==> config.mk <==
export PLATFORM = sky130hd
export DESIGN_NAME = led_pattern_sequencer
export DESIGN_NICKNAME = d
export VERILOG_FILES = /design/src/rtl/led_seq_pkg.sv /design/src/rtl/led_tick_prescaler.sv /design/src/rtl/led_pattern_sequencer.sv
export SDC_FILE = /design/constraint.sdc
export NUM_CORES = 1
export LEC_CHECK = 0
export CORE_MARGIN = 3
export CORE_UTILIZATION = 40
export CTS_CLUSTER_DIAMETER = 60
export CTS_CLUSTER_SIZE = 8
export DETAILED_ROUTE_END_ITERATION = 8
export HOLD_SLACK_MARGIN = 0.12
export SLEW_MARGIN = 20
export SYNTH_ARGS = -nofsm -noshare
export SYNTH_HDL_FRONTEND = slang
export SYNTH_SLANG_ARGS = --single-unit
==> constraint.sdc <==
create_clock -name clk -period 3.2 [get_ports clk]
set_clock_uncertainty 0.2 [all_clocks]
set_input_delay 0.64 -clock clk [delete_from_list [all_inputs] [get_ports clk]]
set_output_delay 0.64 -clock clk [all_outputs]
set_load 0.02 [all_outputs]
==> src/rtl/led_seq_pkg.sv <==
// Shared encodings, start/terminal patterns and the per-mode next-pattern
// function for the LED pattern sequencer.
package led_seq_pkg;

  typedef enum logic [1:0] {
    MODE_BOUNCE = 2'd0,
    MODE_FILL   = 2'd1,
    MODE_BLINK  = 2'd2,
    MODE_ROTATE = 2'd3
  } mode_t;

  typedef enum logic {
    DIR_RIGHT = 1'b0,
    DIR_LEFT  = 1'b1
  } dir_t;

  localparam logic [7:0] START_BOUNCE = 8'h80;
  localparam logic [7:0] START_FILL   = 8'h00;
  localparam logic [7:0] START_BLINK  = 8'h00;
  localparam logic [7:0] START_ROTATE = 8'h80;

  // A pass completes when the next pattern equals these (BOUNCE only when
  // arriving from the left).
  localparam logic [7:0] TERM_BOUNCE = 8'h80;
  localparam logic [7:0] TERM_FILL   = 8'h00;
  localparam logic [7:0] TERM_BLINK  = 8'h00;
  localparam logic [7:0] TERM_ROTATE = 8'h80;

  typedef struct packed {
    logic [7:0] led;
    dir_t       dir;
    logic       pass_done;
  } step_t;

  function automatic logic [7:0] start_pattern(input mode_t m);
    case (m)
      MODE_BOUNCE: return START_BOUNCE;
      MODE_FILL:   return START_FILL;
      MODE_BLINK:  return START_BLINK;
      default:     return START_ROTATE;
    endcase
  endfunction

  function automatic logic is_onehot(input logic [7:0] v);
    logic [7:0] m;
    m = v & (v - 8'd1);
    return (v != 8'd0) && (m == 8'd0);
  endfunction

  function automatic step_t next_step(input mode_t m, input logic [7:0] led, input dir_t dir);
    step_t      s;
    logic       legal;
    logic [7:0] term;
    logic [7:0] inv;
    logic [7:0] msk;
    s.led       = led;
    s.dir       = DIR_RIGHT;
    s.pass_done = 1'b0;
    legal       = 1'b0;
    term        = 8'h00;
    inv         = ~led;
    msk         = inv & (inv + 8'd1);
    case (m)
      MODE_BOUNCE: begin
        term  = TERM_BOUNCE;
        legal = is_onehot(led) && !(dir == DIR_LEFT && led == 8'h80);
        if (dir == DIR_RIGHT) begin
          if (led == 8'h01) begin
            s.led = 8'h02;
            s.dir = DIR_LEFT;
          end else begin
            s.led = led >> 1;
          end
        end else begin
          s.led = led << 1;
          s.dir = (s.led == 8'h80) ? DIR_RIGHT : DIR_LEFT;
        end
      end
      MODE_FILL: begin
        // Legal fill values have the inverted pattern as a low-order mask.
        term  = TERM_FILL;
        legal = (msk == 8'd0);
        s.led = (led == 8'hFF) ? 8'h00 : {1'b1, led[7:1]};
      end
      MODE_BLINK: begin
        term  = TERM_BLINK;
        legal = (led == 8'h00) || (led == 8'hFF);
        s.led = ~led;
      end
      default: begin
        term  = TERM_ROTATE;
        legal = is_onehot(led);
        s.led = {led[0], led[7:1]};
      end
    endcase
    if (!legal) begin
      s.led = start_pattern(m);
      s.dir = DIR_RIGHT;
    end else begin
      s.pass_done = (s.led == term) && (m != MODE_BOUNCE || dir == DIR_LEFT);
    end
    return s;
  endfunction

endpackage

==> src/rtl/led_tick_prescaler.sv <==
// Step prescaler: adv pulses once every (TICK_DIV >> speed) enabled cycles;
// a speed change or an external clear restarts the count.
module led_tick_prescaler #(
  parameter int unsigned TICK_DIV = 25_000_000
) (
  input  logic       clk,
  input  logic       reset,
  input  logic       en,
  input  logic       clr,
  input  logic [1:0] speed,
  output logic       adv
);

  localparam int unsigned CW = $clog2(TICK_DIV);

  logic [CW-1:0] count;
  logic [CW-1:0] term;
  logic [1:0]    speed_q;
  logic          speed_chg;

  always_comb begin
    term      = CW'((TICK_DIV >> speed) - 32'd1);
    speed_chg = (speed != speed_q);
    adv       = en && !speed_chg && (count == term);
  end

  always_ff @(posedge clk) begin
    if (!reset) begin
      count   <= '0;
      speed_q <= speed;
    end else begin
      speed_q <= speed;
      if (clr || speed_chg || adv) begin
        count <= '0;
      end else if (en) begin
        count <= count + 1'b1;
      end
    end
  end

endmodule

==> src/rtl/led_pattern_sequencer.sv <==
// 8-LED pattern sequencer: steps bounce/fill/blink/rotate at the prescaler
// rate and advances the mode on a user pulse or after AUTO_PASSES passes.
module led_pattern_sequencer
  import led_seq_pkg::*;
#(
  parameter int unsigned TICK_DIV    = 25_000_000,
  parameter int unsigned AUTO_PASSES = 2
) (
  input  logic       clk,
  input  logic       reset,
  input  logic       en,
  input  logic       mode_next,
  input  logic       auto_en,
  input  logic [1:0] speed,
  output logic [7:0] led,
  output logic [1:0] mode,
  output logic       step
);

  localparam int unsigned   PW       = $clog2(AUTO_PASSES + 1);
  localparam logic [PW-1:0] PASS_MAX = PW'(AUTO_PASSES);

  logic [7:0]    led_q;
  mode_t         mode_q;
  dir_t          dir_q;
  logic [PW-1:0] pass_cnt;
  logic          step_q;
  logic          adv;
  logic          mode_adv;
  mode_t         mode_inc;
  step_t         nxt;

  led_tick_prescaler #(
    .TICK_DIV(TICK_DIV)
  ) u_prescaler (
    .clk  (clk),
    .reset(reset),
    .en   (en),
    .clr  (mode_adv),
    .speed(speed),
    .adv  (adv)
  );

  always_comb begin
    nxt      = next_step(mode_q, led_q, dir_q);
    mode_adv = mode_next || (auto_en && pass_cnt == PASS_MAX);
    mode_inc = mode_t'(mode_q + 2'd1);
  end

  // A mode advance outranks a coincident step; that step is discarded.
  always_ff @(posedge clk) begin
    if (!reset) begin
      led_q    <= START_BOUNCE;
      mode_q   <= MODE_BOUNCE;
      dir_q    <= DIR_RIGHT;
      pass_cnt <= '0;
      step_q   <= 1'b0;
    end else if (mode_adv) begin
      led_q    <= start_pattern(mode_inc);
      mode_q   <= mode_inc;
      dir_q    <= DIR_RIGHT;
      pass_cnt <= '0;
      step_q   <= 1'b0;
    end else begin
      step_q <= adv;
      if (adv) begin
        led_q <= nxt.led;
        dir_q <= nxt.dir;
        if (nxt.pass_done && pass_cnt != PASS_MAX) begin
          pass_cnt <= pass_cnt + 1'b1;
        end
      end
    end
  end

  assign led  = led_q;
  assign mode = mode_q;
  assign step = step_q;

endmodule

==> metrics.cfg, run 1 <==
[worst_hold_path]
hp-class=register to register
whs_endpoint=pass_cnt[0]
hold_start=pass_cnt[0]
min_path_cells=2

[setup_path]
slowest_stage=clkdlybuf4s50_1
worstRegToRegCells=8
rr_endpoint=pass_cnt[1]
crit_path_end_kind=register
cp-start-kind=input port
cp_max_fo=7
crit_chain=clkdlybuf4s50_1 -> nand2_1 -> or4b_1 -> a221oi_1 -> o2111ai_1 -> buf_4 -> or3b_1 -> a21oi_1
crit_cells=8
r2r_slack_ns=0.40
slowest_delay_ns=0.48
path_buf_inv=2
required_ns=3.22
crit_type=input port to register
critPathTopFamily=simple AND/OR/NAND/NOR gates
arrival_ns=2.91
r2r-start=mode[0]

[power]
peakVddDrop_v=0.000226
p_leak_nw=0.977
power.density_nw_per_um2=340

[logic_synthesis]
synth_edf_count=0
ys_ff_latch=41
ys_seq_area_frac=0.324
synth_cell_types=61
synthCells=317
yosysTopAreaCellShare=0.324
synth_area_um2=2540
synth_top_cell_by_area=dfxtp_1
syn_nets=330
ys_top_cells_by_area=dfxtp_1 (32%), nor2_1 (5.9%), xor2_1 (5.9%)
synthFlopType=dfxtp_1
avgSynthCellArea_um2=8.00
synth-async-reset-ratio=0
ys_warn_count=0

[clock_tree]
h-tree-depth=2
cts_hold_buf=0
post_cts_resized=0
cts-buffers-inserted=5
cts.path.max_buffers=2
post-cts-setup-buffers=0
path_clk_slew_ns=0.07
cts-root-buf=clkbuf_8
tritoncts=yes
clkSinkCount=41
clk_latency_ns=0.29

[global_route]
track_usage=0.158
grt_pass1_vias=2116
grt_max_degree=26
antenna_found_initial=0
grt.overflow.total=0
grt_pass1_wl_mm=9.59

[placement]
routabilityCongestion=0.936
dpl_cell_area_um2=2820
portBuffers=17
dp_hpwl_mm=3.95

[sta]
finalSetupViolations=0
worstMarginPinSlew_ns=0.521
finalHoldViolations=0
rsz0062_at_grt=false
fin_crit_ns=2.89
clock.fmax_mhz=345
max_slew_margin=0.644
period_share=0.905
slew_viol_final=0

[detailed_routing]
first_iter_violations=87
routedWlPerCell_um=13.3
drt_wl_total_mm=5.46
avgViaCountPerCell=5.49
dr.pass1.iters=4
num_vias=2244
detail-route-antenna-nets=0
drc=0

[cells_and_area]
layout_commonest_cell=dfxtp_1
finish.instance_area_um2=2900
area.growth.synth_to_final_pct=14.5
fin_nets=346
antennaDiodeCount=0
fin_util=0.482
final_cell_mix=dfxtp_1 (41), nor2_1 (40), nand2_1 (27)
drive_gt1_frac=0.0778

[die]
core_area_um2=6030
start_util=0.421
chipWidth_um=85.6
io_pins=18
fp.dieArea_um2=7330
rows=28
dieHeight_um=85.6

[job]
cap_violations=0

[outcome]
status=complete, no violations

[cell type report]
cell class,instances,area (µm²)
multi-input combinational,243,1580
fill,617,3120
tap,75,93.8
sequential,41,821
clock inverter,1,7.51
clock buffer,7,76.3
inverter,12,45.0
timing repair buffer,30,280
[cell usage after synthesis, types with 3 or more instances]
cell / n
mux2i_1: 4
nor4bb_1: 3
ha_1: 6
xor2_1: 17
nand4_1: 12
nand3_1: 13
o2bb2ai_1: 5
or4b_1: 3
inv_1: 12
nor4b_1: 3
nand2b_1: 4
buf_2: 3
xnor2_1: 13
dfxtp_1: 41
and2_1: 4
nor2_1: 40
nand3b_1: 6
a21oi_1: 18
and3_1: 4
nand2_1: 27
clkbuf_1: 15
nor3_1: 5
nor2b_1: 7
and4_1: 3
[worst max path at each step]
stage / start / end
after detailed placement: speed[1] / pass_cnt[0]
after global routing: speed[1] / led[6]
after global placement: speed[1] / pass_cnt[0]
after floorplan: speed[0] / u_prescaler.count[11]
after CTS: speed[1] / pass_cnt[1]
final: speed[1] / led[6]
[state kept, by name, summed over array words and instances, names as in the netlist]
signal	count
u_prescaler.speed_q	2
step	1
mode	2
pass_cnt	2
led	8
dir_q	1
u_prescaler.count	25
[per-layer routing]
layer | vias to the layer above | wire [µm] | track usage
met2 | 34 | 2630 | 0.271
li1 | 1164 | - | -
met5 | - | 0 | 0
met1 | 1037 | 2580 | 0.198
met3 | 9 | 145 | 0.0269
met4 | 0 | 96 | 0.0590
[metrics by stage]
| stage | setup TNS [ns] | instances | setup WS, ns | power, mW | hold WS, ns |
|---|---|---|---|---|---|
| final | 0 | 409 | 0.305 | 0.989 | 0.270 |
| after global routing | 0 | 409 | 0.159 | 1.04 | 0.299 |
| after CTS | 0 | 409 | 0.270 | 1.00 | 0.275 |
| after detailed placement | -0.0896 | 401 | -0.0368 | 0.676 | 0.263 |
| after global placement | 0 | 401 | 0.0452 | 0.677 | 0.262 |
| after floorplan | 0 | 317 | 0.590 | 0.637 | 0.247 |
[worst register-to-register path, delay by kind of cell (launching register included)]
family	cells	cell delay, ns
buf+inv	1	0.10
simple gates	3	0.89
fa+ha+maj	1	0.32
flops	1	0.46
compound gates	2	0.58
mux	1	0.19
[cells by family (layout without fill, tap and decap cells)]
| group | after synthesis | in the layout | share of synthesized area |
|---|---|---|---|
| compound gates | 53 | 53 | 0.147 |
| xor+xnor | 30 | 30 | 0.104 |
| fa+ha+maj | 7 | 7 | 0.0335 |
| buf+inv | 33 | 50 | 0.0533 |
| flops | 41 | 41 | 0.324 |
| mux | 4 | 4 | 0.0158 |
| simple gates | 149 | 149 | 0.323 |
[report_power, final]
part | switching, mW | internal (mW)
Clock | 0.171 | 0.154
Combinational | 0.0747 | 0.0638
Sequential | 0.00977 | 0.515
Total | 0.255 | 0.734
Note: power is estimated with default switching activity, not from simulation.
==> run 2, diff against run 1 <==
--- a/config.mk
+++ b/config.mk
@@ -11,6 +11,7 @@
 export CTS_CLUSTER_SIZE = 8
 export DETAILED_ROUTE_END_ITERATION = 8
 export HOLD_SLACK_MARGIN = 0.12
+export SETUP_SLACK_MARGIN = 0.1
 export SLEW_MARGIN = 20
 export SYNTH_ARGS = -nofsm -noshare
 export SYNTH_HDL_FRONTEND = slang
==> results of run 2 <==
The final DEF is identical to that of run 1; final timing and power are the same.
